$ cat src/rtl/seq_divider_32_pkg.sv
// Shared definitions for the multi-cycle restoring divider: FSM state encoding
// and default sizing.
package seq_divider_32_pkg;

    localparam int DIV_WIDTH = 32;
    localparam int DIV_CNT_W = 6;

    typedef enum logic [1:0] {
        ST_IDLE = 2'd0,
        ST_CALC = 2'd1,
        ST_FIX  = 2'd2,
        ST_DONE = 2'd3
    } div_state_t;

endpackage

$ cat src/rtl/seq_divider_32_if.sv
// Request/result bundle between the MIPS control/datapath and the divider.
interface seq_divider_32_if #(
    parameter int WIDTH = seq_divider_32_pkg::DIV_WIDTH
);
    logic             start;
    logic             is_signed;
    logic             flush;
    logic [WIDTH-1:0] dividend;
    logic [WIDTH-1:0] divisor;
    logic             busy;
    logic             done;
    logic [WIDTH-1:0] quotient;
    logic [WIDTH-1:0] remainder;
    logic             div_by_zero;

    modport master (
        output start, is_signed, flush, dividend, divisor,
        input  busy, done, quotient, remainder, div_by_zero
    );

    modport slave (
        input  start, is_signed, flush, dividend, divisor,
        output busy, done, quotient, remainder, div_by_zero
    );
endinterface

$ cat src/rtl/seq_divider_32_div_step.sv
// One restoring-division iteration: shift in the next dividend bit, trial-subtract
// the divisor magnitude and keep or restore the partial remainder.
module seq_divider_32_div_step #(
    parameter int WIDTH = 32
) (
    input  logic [WIDTH-1:0] i_rem,
    input  logic             i_bit,
    input  logic [WIDTH-1:0] i_dvs,
    output logic [WIDTH-1:0] o_rem,
    output logic             o_q
);
    logic [WIDTH:0]   w_shift;
    logic [WIDTH+1:0] w_sum;
    logic             w_unused_msb;

    assign w_shift = {i_rem, i_bit};

    // Subtract as add-of-complement; the carry out is the no-borrow flag.
    assign w_sum = {1'b0, w_shift} + {1'b0, ~{1'b0, i_dvs}} + (WIDTH+2)'(1);

    assign o_q          = w_sum[WIDTH+1];
    assign o_rem        = o_q ? w_sum[WIDTH-1:0] : w_shift[WIDTH-1:0];
    assign w_unused_msb = w_sum[WIDTH];
endmodule

$ cat src/rtl/seq_divider_32.sv
// Multi-cycle restoring divider for DIV/DIVU: one quotient bit per clock,
// sign correction in FIX, fixed latency regardless of operands.
module seq_divider_32
    import seq_divider_32_pkg::*;
#(
    parameter int WIDTH = DIV_WIDTH,
    parameter int CNT_W = DIV_CNT_W
) (
    input logic              clk,
    input logic              rst_n,
    seq_divider_32_if.slave  bus
);
    div_state_t       r_state;
    logic [CNT_W-1:0] r_cnt;
    logic             r_busy;
    logic             r_done;
    logic             r_dbz;
    logic [WIDTH-1:0] r_quotient;
    logic [WIDTH-1:0] r_remainder;

    logic             r_sign_a;
    logic             r_sign_b;
    logic             r_b_zero;
    logic [WIDTH-1:0] r_rem;
    logic [WIDTH-1:0] r_quo;
    logic [WIDTH-1:0] r_dvs;

    logic             w_accept;
    logic             w_iterate;
    logic [WIDTH-1:0] w_step_rem;
    logic             w_step_q;
    logic [WIDTH-1:0] w_quo_fix;
    logic [WIDTH-1:0] w_rem_fix;

    function automatic logic [WIDTH-1:0] f_neg(input logic [WIDTH-1:0] v);
        return ~v + WIDTH'(1);
    endfunction

    // -2^(WIDTH-1) maps onto itself, which reads correctly as an unsigned magnitude.
    function automatic logic [WIDTH-1:0] f_mag(input logic [WIDTH-1:0] v, input logic sgn);
        return (sgn && v[WIDTH-1]) ? f_neg(v) : v;
    endfunction

    assign w_accept  = (r_state == ST_IDLE) && bus.start && !bus.flush;
    assign w_iterate = (r_state == ST_CALC) && (r_cnt != '0);

    seq_divider_32_div_step #(.WIDTH(WIDTH)) u_step (
        .i_rem (r_rem),
        .i_bit (r_quo[WIDTH-1]),
        .i_dvs (r_dvs),
        .o_rem (w_step_rem),
        .o_q   (w_step_q)
    );

    // With a zero divisor every trial succeeds, so the raw remainder is |a|;
    // re-applying sign(a) restores the original dividend.
    assign w_quo_fix = r_b_zero            ? '1
                     : (r_sign_a ^ r_sign_b) ? f_neg(r_quo) : r_quo;
    assign w_rem_fix = r_sign_a ? f_neg(r_rem) : r_rem;

    always_ff @(posedge clk) begin
        if (w_accept) begin
            r_sign_a <= bus.is_signed & bus.dividend[WIDTH-1];
            r_sign_b <= bus.is_signed & bus.divisor[WIDTH-1];
            r_b_zero <= (bus.divisor == '0);
            r_quo    <= f_mag(bus.dividend, bus.is_signed);
            r_dvs    <= f_mag(bus.divisor, bus.is_signed);
            r_rem    <= '0;
        end else if (w_iterate) begin
            r_rem    <= w_step_rem;
            r_quo    <= {r_quo[WIDTH-2:0], w_step_q};
        end
    end

    always_ff @(posedge clk or negedge rst_n) begin
        if (!rst_n) begin
            r_state     <= ST_IDLE;
            r_cnt       <= '0;
            r_busy      <= 1'b0;
            r_done      <= 1'b0;
            r_dbz       <= 1'b0;
            r_quotient  <= '0;
            r_remainder <= '0;
        end else if (bus.flush) begin
            r_state <= ST_IDLE;
            r_busy  <= 1'b0;
            r_done  <= 1'b0;
        end else begin
            case (r_state)
                ST_IDLE: begin
                    r_done <= 1'b0;
                    if (bus.start) begin
                        r_state <= ST_CALC;
                        r_cnt   <= CNT_W'(WIDTH);
                        r_busy  <= 1'b1;
                    end
                end
                ST_CALC: begin
                    if (r_cnt == '0) begin
                        r_state <= ST_FIX;
                    end else begin
                        r_cnt <= r_cnt - CNT_W'(1);
                    end
                end
                ST_FIX: begin
                    r_state     <= ST_DONE;
                    r_done      <= 1'b1;
                    r_quotient  <= w_quo_fix;
                    r_remainder <= w_rem_fix;
                    r_dbz       <= r_b_zero;
                end
                ST_DONE: begin
                    r_state <= ST_IDLE;
                    r_busy  <= 1'b0;
                    r_done  <= 1'b0;
                end
                default: r_state <= ST_IDLE;
            endcase
        end
    end

    assign bus.busy        = r_busy;
    assign bus.done        = r_done;
    assign bus.quotient    = r_quotient;
    assign bus.remainder   = r_remainder;
    assign bus.div_by_zero = r_dbz;
endmodule

$ cat src/flat_wrapper.sv
// flat-port wrapper written by rule: the top's interface ports become plain ports
module seq_divider_32_flat import seq_divider_32_pkg::*;
#(
    parameter int WIDTH = DIV_WIDTH,
    parameter int CNT_W = DIV_CNT_W
)
  (clk, rst_n, bus_start, bus_is_signed, bus_flush, bus_dividend, bus_divisor, bus_busy, bus_done, bus_quotient, bus_remainder, bus_div_by_zero);
  seq_divider_32_if #(.WIDTH(WIDTH)) bus_i ();
  input logic clk;
  input logic rst_n;
  input wire logic [$bits(bus_i.start)-1:0] bus_start;
  input wire logic [$bits(bus_i.is_signed)-1:0] bus_is_signed;
  input wire logic [$bits(bus_i.flush)-1:0] bus_flush;
  input wire logic [$bits(bus_i.dividend)-1:0] bus_dividend;
  input wire logic [$bits(bus_i.divisor)-1:0] bus_divisor;
  output wire logic [$bits(bus_i.busy)-1:0] bus_busy;
  output wire logic [$bits(bus_i.done)-1:0] bus_done;
  output wire logic [$bits(bus_i.quotient)-1:0] bus_quotient;
  output wire logic [$bits(bus_i.remainder)-1:0] bus_remainder;
  output wire logic [$bits(bus_i.div_by_zero)-1:0] bus_div_by_zero;
  assign bus_i.start = bus_start;
  assign bus_i.is_signed = bus_is_signed;
  assign bus_i.flush = bus_flush;
  assign bus_i.dividend = bus_dividend;
  assign bus_i.divisor = bus_divisor;
  assign bus_busy = bus_i.busy;
  assign bus_done = bus_i.done;
  assign bus_quotient = bus_i.quotient;
  assign bus_remainder = bus_i.remainder;
  assign bus_div_by_zero = bus_i.div_by_zero;
  seq_divider_32 #(.WIDTH(WIDTH), .CNT_W(CNT_W)) u_core (.clk(clk), .rst_n(rst_n), .bus(bus_i));
endmodule
$ cat config.mk
export PLATFORM = sky130hd
export DESIGN_NAME = seq_divider_32_flat
export DESIGN_NICKNAME = d
export VERILOG_FILES = /design/src/rtl/seq_divider_32_pkg.sv /design/src/rtl/seq_divider_32_if.sv /design/src/rtl/seq_divider_32_div_step.sv /design/src/rtl/seq_divider_32.sv /design/src/flat_wrapper.sv
export SDC_FILE = /design/constraint.sdc
export NUM_CORES = 1
export LEC_CHECK = 0
export ABC_AREA = 1
export CAP_MARGIN = 20
export CORE_UTILIZATION = 50
export CTS_CLUSTER_DIAMETER = 80
export CTS_CLUSTER_SIZE = 10
export DETAILED_ROUTE_END_ITERATION = 8
export GPL_ROUTABILITY_DRIVEN = 0
export PLACE_DENSITY = 0.72
export SLEW_MARGIN = 0
export SYNTH_ARGS = -nofsm -noshare
export SYNTH_HDL_FRONTEND = slang
export SYNTH_HIERARCHICAL = 1
export SYNTH_SLANG_ARGS = --single-unit
$ cat constraint.sdc
create_clock -name clk -period 3.8 [get_ports clk]
set_input_delay 1.14 -clock clk [delete_from_list [all_inputs] [get_ports clk]]
set_output_delay 1.14 -clock clk [all_outputs]
set_load 0.005 [all_outputs]
# Yosys cells after proc, flatten, opt, wreduce, memory -nomap -nowiden
# Index checks and enable logic that the tools add are counted.
# totals
regBits	174
in_bits	69
output_inout_bits	67
word_cells	75
# op_classes
add_sub_neg	7
eq_ne	7
muxes	20
bitwise_logic	9
reduce_logical	19
# ops
operator	count
two-way mux 32 bit	8
adder 32 x 1 -> 32 bit (second input constant)	4
NOT 32 bit	4
adder 33 x 33 -> 34 bit	1
adder 34 x 1 -> 34 bit (second input constant)	1
NOT 32 -> 33 bit	1
zero test 32 bit	1
two-way mux 6 bit	2
case mux 6 bit (2 select lines)	1
case mux 2 bit (4 select lines)	1
zero test 6 bit	1
two-way mux 2 bit	3
!= test 3 bit (second input constant)	2
AND reduction 2 bit	3
nonzero test 3 bit	2
nonzero test 6 bit	1
subtractor 6 x 1 -> 6 bit (second input constant)	1
logical AND 1 bit	5
== test 2 bit (second input constant)	2
!= test 2 bit (second input constant)	2
case mux 1 bit (2 select lines)	2
AND reduction 4 bit	1
nonzero test 2 bit	2
two-way mux 1 bit	3
7 further kinds	8

# Logic depth before layout (Yosys ltp)
# Gate-level depths: netlist of the first run.
# logic_depth
depth_word	5
mapped_depth	17
mapped_depth_nobuf	17

# Modules after synthesis
# Netlist of the first run, hierarchy kept.
# modules_own_cells
module	n_inst	cells_each	area_per_inst_um2
seq_divider_32	1	1363	10126.0
seq_divider_32_div_step	1	639	3125.5

# Worst setup path before layout of the first run
# Ideal clock, no wire load.
# synth_path
path_type	input to register
startpoint	input bus_flush
endpoint	register u_core.r_quo[22] (data pin)
setup_time_ns	0.318
arrival_ns	2.764
path_slack_ns	0.718
stages	5
n_path_buf	1
path_cell_list	inv_2 nand3_2 inv_1 buf_1 o21ai_0
# synth_between
elab_chain_cells	3
# synth_rtl
item	line	source
start, declared	flat_wrapper.sv:13	input wire logic [$bits(bus_i.flush)-1:0] bus_flush;
zero test 1 bit	seq_divider_32.sv:44	assign w_accept = (r_state == ST_IDLE) && bus.start && !bus.flush;
logical AND 1 bit	seq_divider_32.sv:44	
two-way mux 32 bit	seq_divider_32.sv:62	if (w_accept) begin
end signal, assigned	seq_divider_32.sv:66	r_quo <= f_mag(bus.dividend, bus.is_signed);
end signal, assigned	seq_divider_32.sv:71	r_quo <= {r_quo[WIDTH-2:0], w_step_q};
end, declared	seq_divider_32.sv:25	logic [WIDTH-1:0] r_quo;
# Every way passes these cells.
# A chain may end at the register's enable or synchronous reset.

# Worst setup path after layout of the first run
# layout_path
startpoint	register u_core.r_quo[31]
endpoint	register u_core.r_rem[28]
# layout_between
elab_chain_cells	3
# layout_rtl
item	line	source
adder 33 x 33 -> 34 bit	seq_divider_32_div_step.sv:19	assign w_sum = {1'b0, w_shift} + {1'b0, ~{1'b0, i_dvs}} + (WIDTH+2)'(1);
adder 34 x 1 -> 34 bit	seq_divider_32_div_step.sv:19	
two-way mux 32 bit	seq_divider_32_div_step.sv:22	assign o_rem = o_q ? w_sum[WIDTH-1:0] : w_shift[WIDTH-1:0];
net u_core.w_step_rem[28]	seq_divider_32.sv:30	logic [WIDTH-1:0] w_step_rem;
end signal, assigned	seq_divider_32.sv:70	r_rem <= w_step_rem;
end, declared	seq_divider_32.sv:24	logic [WIDTH-1:0] r_rem;
# The timed path passes the listed nets, and every way through them passes these cells.

==> results of run 1 <==
## area by class of cell
class	instances	area, µm²
clock inverter	10	108.9
tap	335	419.2
timing repair buffer	147	1451
inverter	281	1057
fill	2465	10600
sequential	174	4529
clock buffer	22	518.0
multi-input combinational	1497	7378
## per-layer routing
metal,routed length (µm),part of all wire [%],global-route usage (%)
met3,3144,8.9,3.641
met4,651,1.9,8.382
met2,14280,41,37.55
met1,17080,49,41.28
met5,0,0,0
## state kept, by name, indices dropped and copies added (netlist names)
signal / cells
u_core/r_dvs: 32
u_core/bus.div_by_zero: 1
u_core/r_sign_a: 1
u_core/r_sign_b: 1
u_core/r_cnt: 6
u_core/r_quo: 32
u_core/r_state: 2
u_core/bus.remainder: 32
u_core/bus.quotient: 32
u_core/bus.busy: 1
u_core/bus.done: 1
u_core/r_rem: 32
u_core/r_b_zero: 1
## worst max-delay path by stage
stage                        to  slack [ns]  cells after the start
6_report       u_core/r_rem[28]        0.96                     16
5_1_grt        u_core/r_rem[28]        0.73                     17
4_1_cts        u_core/r_rem[28]        1.02                     16
3_5_place_dp   u_core/r_quo[30]        0.58                      9
3_3_place_gp   u_core/r_quo[22]        0.61                      9
2_1_floorplan  u_core/r_quo[22]        0.72                      5
## synthesized netlist by cell type (all sizes together) (2+ instances only)
cell and number:
nand3 203, nand2 640, a31oi 6, nand4 37, inv 281, xnor2 22
or2 17, a21oi 58, ha 42, dfxtp 32, nand3b 13, o31ai 2
dfrtp 75, buf 32, and2 11, o211ai 2, nor2 246, nor3 11
xor2 52, o22ai 11, o21ai 116, clkbuf 18, o21bai 4, edfxtp 67
## metrics by stage
stage | utilization (%) | instance area [µm²]
2_1_floorplan | - | 13250
3_3_place_gp | 56.93 | 14840
3_5_place_dp | 56.93 | 14840
4_1_cts | 59.34 | 15460
5_1_grt | 59.34 | 15460
6_report | 59.34 | 15460
## kinds of logic (layout without fill, tap and decap cells)
logic type      after synthesis  in the layout  share of synthesized area (%)
fa+ha+maj                    43             43                          4.117
xor+xnor                     74             74                          4.891
simple gates               1181           1181                          38.69
buf+inv                     331            460                          10.18
compound gates              199            199                          7.941
flops                       174            174                          34.18
## critical path, delay by kind of cell (launching register included)
family	cells	cell delay, ns
and+or+nand+nor	10	1.11
DFF	1	0.44
adders and majority gates	2	0.64
buffers and inverters	2	0.29
AOI/OAI and AO/OA	2	0.24
## power groups by stage
| stage | Clock [mW] | Sequential (mW) | Combinational [mW] |
|---|---|---|---|
| finish | 1.84 | 3.71 | 6.37 |
| global route | 1.93 | 3.80 | 7.23 |
| CTS | 1.87 | 3.68 | 6.29 |
| detailed placement | 0 | 3.72 | 6.25 |
| global placement | 0 | 3.69 | 6.12 |
| floorplan | 0 | 3.42 | 4.50 |
==> impl_metrics.env, run 1 <==
export IMPL_status="finished clean"
export IMPL_drive_gt1_share_pct=5.537
export IMPL_dr_pass1_iters=6
export IMPL_antenna_found_initial=0
export IMPL_yosysTopAreaCell="nand2_1"
export IMPL_cp_required_ns=4.11
export IMPL_io_pins=136
export IMPL_htreeDepth=4
export IMPL_cpPeakStageDelay_ns=0.47
export IMPL_fin_ws_ns=0.9571
export IMPL_max_freq_ghz=0.3518
export IMPL_synth_fp_nets=2114
export IMPL_yosysWarnings=6
export IMPL_crit_type="flop to flop"
export IMPL_switching_share_pct=46.33
export IMPL_startpoint="u_core/r_quo[31]"
export IMPL_overflow=0
export IMPL_finalCritPeriodShare_pct=74.81
export IMPL_p_comb_share_pct=53.4
export IMPL_min_path_type="flop to flop"
export IMPL_ir_drop_v=0.0004221
export IMPL_power_density_mw_per_mm2=770.8
export IMPL_post_cts_buffers=0
export IMPL_rsz0062_at_grt="false"
export IMPL_power_frac_seq_pct=31.1
export IMPL_grt_pass1_wl_um=56990
export IMPL_clock_sinks=174
export IMPL_setup_violations=0
export IMPL_layout_common_cells="nand2_1, inv_1, nor2_1"
export IMPL_drv_slew=0
export IMPL_dieArea_mm2=0.02716
export IMPL_cp_cell_sequence="inv_1 > ha_1 > inv_1 > fa_1 > nand3_1 > nand3_1 > nand2_1 > nand2_1 > nand2_1 > nand2_1 > nand2_1 > nand3_1 > nand3_1 > nand2_1 > o21ai_0 > a21oi_1"
export IMPL_synth_cells=2002
export IMPL_min_from="u_core/bus.remainder[20]"
export IMPL_whs_path_depth=2
export IMPL_dp_cells=2434
export IMPL_cts_inserted_buffers=17
export IMPL_final_min_clock_period_ns=2.843
export IMPL_ys_types=47
export IMPL_fp_dieH_um=164.8
export IMPL_synth_edf_count=67
export IMPL_synth_area_leaders="nand2_1, edfxtp_1, dfrtp_1, inv_1, nand3_1"
export IMPL_regToRegStartpoint="u_core/r_quo[31]"
export IMPL_fin_cells=2466
export IMPL_r2r_end="u_core/r_rem[28]"
export IMPL_critPathCaptureType="flop"
export IMPL_clock_latency_ns=0.44
export IMPL_power_leakage_nw=7.465
export IMPL_cp_common_cell="nand2_1"
export IMPL_avgViaCountPerCell=5.310
export IMPL_layout_commonest_cell="nand2_1"
export IMPL_cts_hold_buf=0
export IMPL_synth_top_area_share_pct=17.65
export IMPL_core_region_area_mm2=0.02606
export IMPL_io_buffers=135
export IMPL_postRouteAntennaNets=0
export IMPL_worst_pin_slew_ns=1.041
export IMPL_yosys_register_bits=174
export IMPL_hold_viol=0
export IMPL_power_internal_mw=6.397
export IMPL_cp_max_fo=4
export IMPL_die_x_um=164.8
export IMPL_ys_flop_type="dfrtp_1"
export IMPL_r2r_slack_ns=0.96
export IMPL_vias=13090
export IMPL_p_switching_mw=5.521
export IMPL_fin_hold_ws_ns=0.4823
export IMPL_place_ws_ns=0.5828
export IMPL_finalPower_mw=11.92
export IMPL_tns_ns=0
export IMPL_hpwl_um=27440
export IMPL_slew_headroom_pct=30.57
export IMPL_crit_slowest_cell="fa_1"
export IMPL_fp_row_count=59
export IMPL_r2r_cells=16
export IMPL_drt_initial_drc_count=1333
export IMPL_drc=0
export IMPL_grt_max_degree=76
export IMPL_synth_area_mm2=0.01325
export IMPL_ys_async_sr_fraction_pct=43.10
export IMPL_nNetsFinal=2230
export IMPL_ys_seq_area_share_pct=34.18
export IMPL_post_drt_wl_per_cell_um=14.26
export IMPL_critPathLaunchType="flop"
export IMPL_grt_pass1_vias=11490
export IMPL_cts_tree="built"
export IMPL_antenna_cells=0
export IMPL_fin_skew_ns=0.01201
export IMPL_cts_repair_resized=0
export IMPL_avgSynthCellArea_um2=6.619
export IMPL_grt_usage_pct=26.61
export IMPL_wirelength_um=35150
export IMPL_cts_root_buf="clkbuf_16"
export IMPL_clockBufferDepth=2
export IMPL_area_delta_synth_final_pct=16.68
export IMPL_arrival_ns=3.15
export IMPL_start_util_pct=50.85
export IMPL_hold_end="u_core/bus.remainder[20]"
export IMPL_clk_pin_slew_ns=0.07
export IMPL_p_clk_share_pct=15.4
export IMPL_drv_cap=0
Note: power is estimated with default switching activity, not from simulation.
==> run 2, diff against run 1 <==
--- a/config.mk
+++ b/config.mk
@@ -12,7 +12,7 @@
 export CTS_CLUSTER_SIZE = 10
 export DETAILED_ROUTE_END_ITERATION = 8
 export GPL_ROUTABILITY_DRIVEN = 0
-export PLACE_DENSITY = 0.72
+export PLACE_DENSITY = 0.74
 export SLEW_MARGIN = 0
 export SYNTH_ARGS = -nofsm -noshare
 export SYNTH_HDL_FRONTEND = slang
==> constraint.sdc (replaced) <==
create_clock -name clk -period 2.6 [get_ports clk]
set_input_delay 0.78 -clock clk [delete_from_list [all_inputs] [get_ports clk]]
set_output_delay 0.78 -clock clk [all_outputs]
set_load 0.005 [all_outputs]
==> impl_metrics.env, run 2 (synthesis results as in run 1) <==
export IMPL_status="finished clean"
export IMPL_fin_hold_ws_ns=0.1979
export IMPL_fp_dieH_um=164.8
export IMPL_slew_headroom_pct=61.66
export IMPL_drc=0
export IMPL_hpwl_um=28110
export IMPL_clockBufferDepth=2
export IMPL_grt_pass1_wl_um=58330
export IMPL_io_pins=136
export IMPL_finalCritPeriodShare_pct=92.03
export IMPL_rsz0062_at_grt="false"
export IMPL_nNetsFinal=2280
export IMPL_drt_initial_drc_count=1390
export IMPL_io_buffers=135
export IMPL_cp_required_ns=2.91
export IMPL_grt_pass1_vias=11960
export IMPL_design_area_mm2=0.01592
export IMPL_utilization_pct=61.07
export IMPL_drv_cap=0
export IMPL_overflow=0
export IMPL_postRouteAntennaNets=0
export IMPL_fp_row_count=59
export IMPL_clock_latency_ns=0.44
export IMPL_ir_drop_v=0.0005806
export IMPL_crit_type="flop to flop"
export IMPL_wirelength_um=35820
export IMPL_vias=13370
export IMPL_antenna_cells=0
export IMPL_finalPower_mw=17.87
export IMPL_place_ws_ns=-0.08843
export IMPL_core_region_area_mm2=0.02606
export IMPL_start_util_pct=50.85
export IMPL_post_drt_wl_per_cell_um=14.23
export IMPL_antenna_found_initial=0
export IMPL_arrival_ns=2.70
export IMPL_critPathCaptureType="flop"
export IMPL_dpl_cell_area_mm2=0.01527
export IMPL_min_path_type="input port to async pin"
export IMPL_htreeDepth=4
export IMPL_cp_cell_sequence="inv_2 > ha_1 > inv_1 > fa_1 > buf_4 > nand2_1 > nand3_1 > nand2_1 > nand2_2 > nand2_2 > nand3_1 > nand3_1 > nand2_1 > o21ai_0 > a21oi_1"
export IMPL_drive_gt1_share_pct=8.207
export IMPL_grt_max_degree=60
export IMPL_power_leakage_nw=7.729
export IMPL_avgViaCountPerCell=5.312
export IMPL_area_delta_synth_final_pct=20.10
export IMPL_layout_commonest_cell="nand2_1"
export IMPL_final_min_clock_period_ns=2.393
export IMPL_dieArea_mm2=0.02716
export IMPL_cts_inserted_buffers=17
export IMPL_setup_violations=0
export IMPL_grt_usage_pct=27.11
export IMPL_clock_sinks=174
export IMPL_worst_pin_slew_ns=0.5744
export IMPL_crit_slowest_cell="edfxtp_1"
export IMPL_max_freq_ghz=0.4179
export IMPL_clk_pin_slew_ns=0.07
export IMPL_cts_root_buf="clkbuf_16"
export IMPL_fin_skew_ns=0.01120
export IMPL_drv_slew=0
export IMPL_die_x_um=164.8
export IMPL_dr_pass1_iters=7
export IMPL_power_density_mw_per_mm2=1123
export IMPL_layout_common_cells="nand2_1, inv_1, nor2_1"
export IMPL_cp_max_fo=3
export IMPL_fin_ws_ns=0.2073
export IMPL_cts_tree="built"
export IMPL_n_fill_cell=2388
export IMPL_cpPeakStageDelay_ns=0.41
export IMPL_critPathLaunchType="flop"
export IMPL_hold_viol=0
## run 2: changes by cell type in the layout (fill, tap and decap cells not counted), moves of 2 or more
| cell | change |
|---|---|
| buf_6 | +2 |
| buf_12 | +5 |
| buf_4 | +43 |
| nand2_1 | -5 |
| dfxtp_1 | -3 |
| clkbuf_16 | -2 |
| dfxtp_2 | +3 |
| nand2_2 | +5 |
## run 2: worst max-delay path: cells and delay by family, from the launching register on
kind	cells	cell delay (ns)
AO/OA/AOI/OAI	2	0.23
buffers and inverters	3	0.38
AND/OR/NAND/NOR	8	0.71
flip-flops	1	0.41
adder cells (fa/ha/maj)	2	0.55
## run 2: final cells by class
class	count	area [µm²]	area share, %
multi-input combinational	1497	7398	46.49
sequential	174	4533	28.48
timing repair buffer	197	1897	11.92
inverter	281	1057	6.643
clock buffer	20	467.9	2.940
tap	335	419.2	2.634
clock inverter	12	142.6	0.8962
## run 2: worst paths after layout
check,start,endpoint,slack [ns],cells past startpoint
max in group asynchronous,rst_n,u_core/bus.quotient[29],1.80,2
min,rst_n,u_core/bus.remainder[0],0.20,1
max,u_core/r_quo[31],u_core/r_rem[30],0.21,15
min reg2reg,u_core/bus.remainder[31],u_core/bus.remainder[31],0.48,2
min in group clk,u_core/bus.remainder[31],u_core/bus.remainder[31],0.48,2
max reg2reg,u_core/r_quo[31],u_core/r_rem[30],0.21,15
## run 2: where the power goes
group          switching [mW]  total [mW]  internal (mW)
clock                    1.16        2.68           1.52
sequential               1.10        5.27           4.16
combinational            5.98        9.92           3.94
## run 2: through the flow
step                 TNS (ns)  cells
floorplan                   0   2002
global placement    -0.003686   2483
detailed placement    -0.2122   2483
CTS                         0   2515
global route                0   2516
finish                      0   2516
## run 2: layer usage
metal | track usage [%] | part of all wire [%] | vias to the layer above
li1 | - | - | 6721
met1 | 41.59 | 49 | 6065
met2 | 39.32 | 41 | 530
met3 | 3.742 | 8.0 | 49
met4 | 7.381 | 1.7 | 0
met5 | 0 | 0 | -
## run 2: what timing repair did
item,4_1_cts,5_1_grt
gates resized for setup,0,13
endpoints found under the setup margin,0,19
hold buffers,0,0
setup buffers,0,1
==> run 3, diff against run 2 <==
--- a/config.mk
+++ b/config.mk
@@ -6,10 +6,10 @@
 export NUM_CORES = 1
 export LEC_CHECK = 0
 export ABC_AREA = 1
+export ABC_CLOCK_PERIOD_IN_PS = 2600
 export CAP_MARGIN = 20
 export CORE_UTILIZATION = 50
 export CTS_CLUSTER_DIAMETER = 80
-export CTS_CLUSTER_SIZE = 10
 export DETAILED_ROUTE_END_ITERATION = 8
 export GPL_ROUTABILITY_DRIVEN = 0
 export PLACE_DENSITY = 0.74
==> results of run 3 <==
No change in the layout: final DEF, timing and power equal those of run 2.
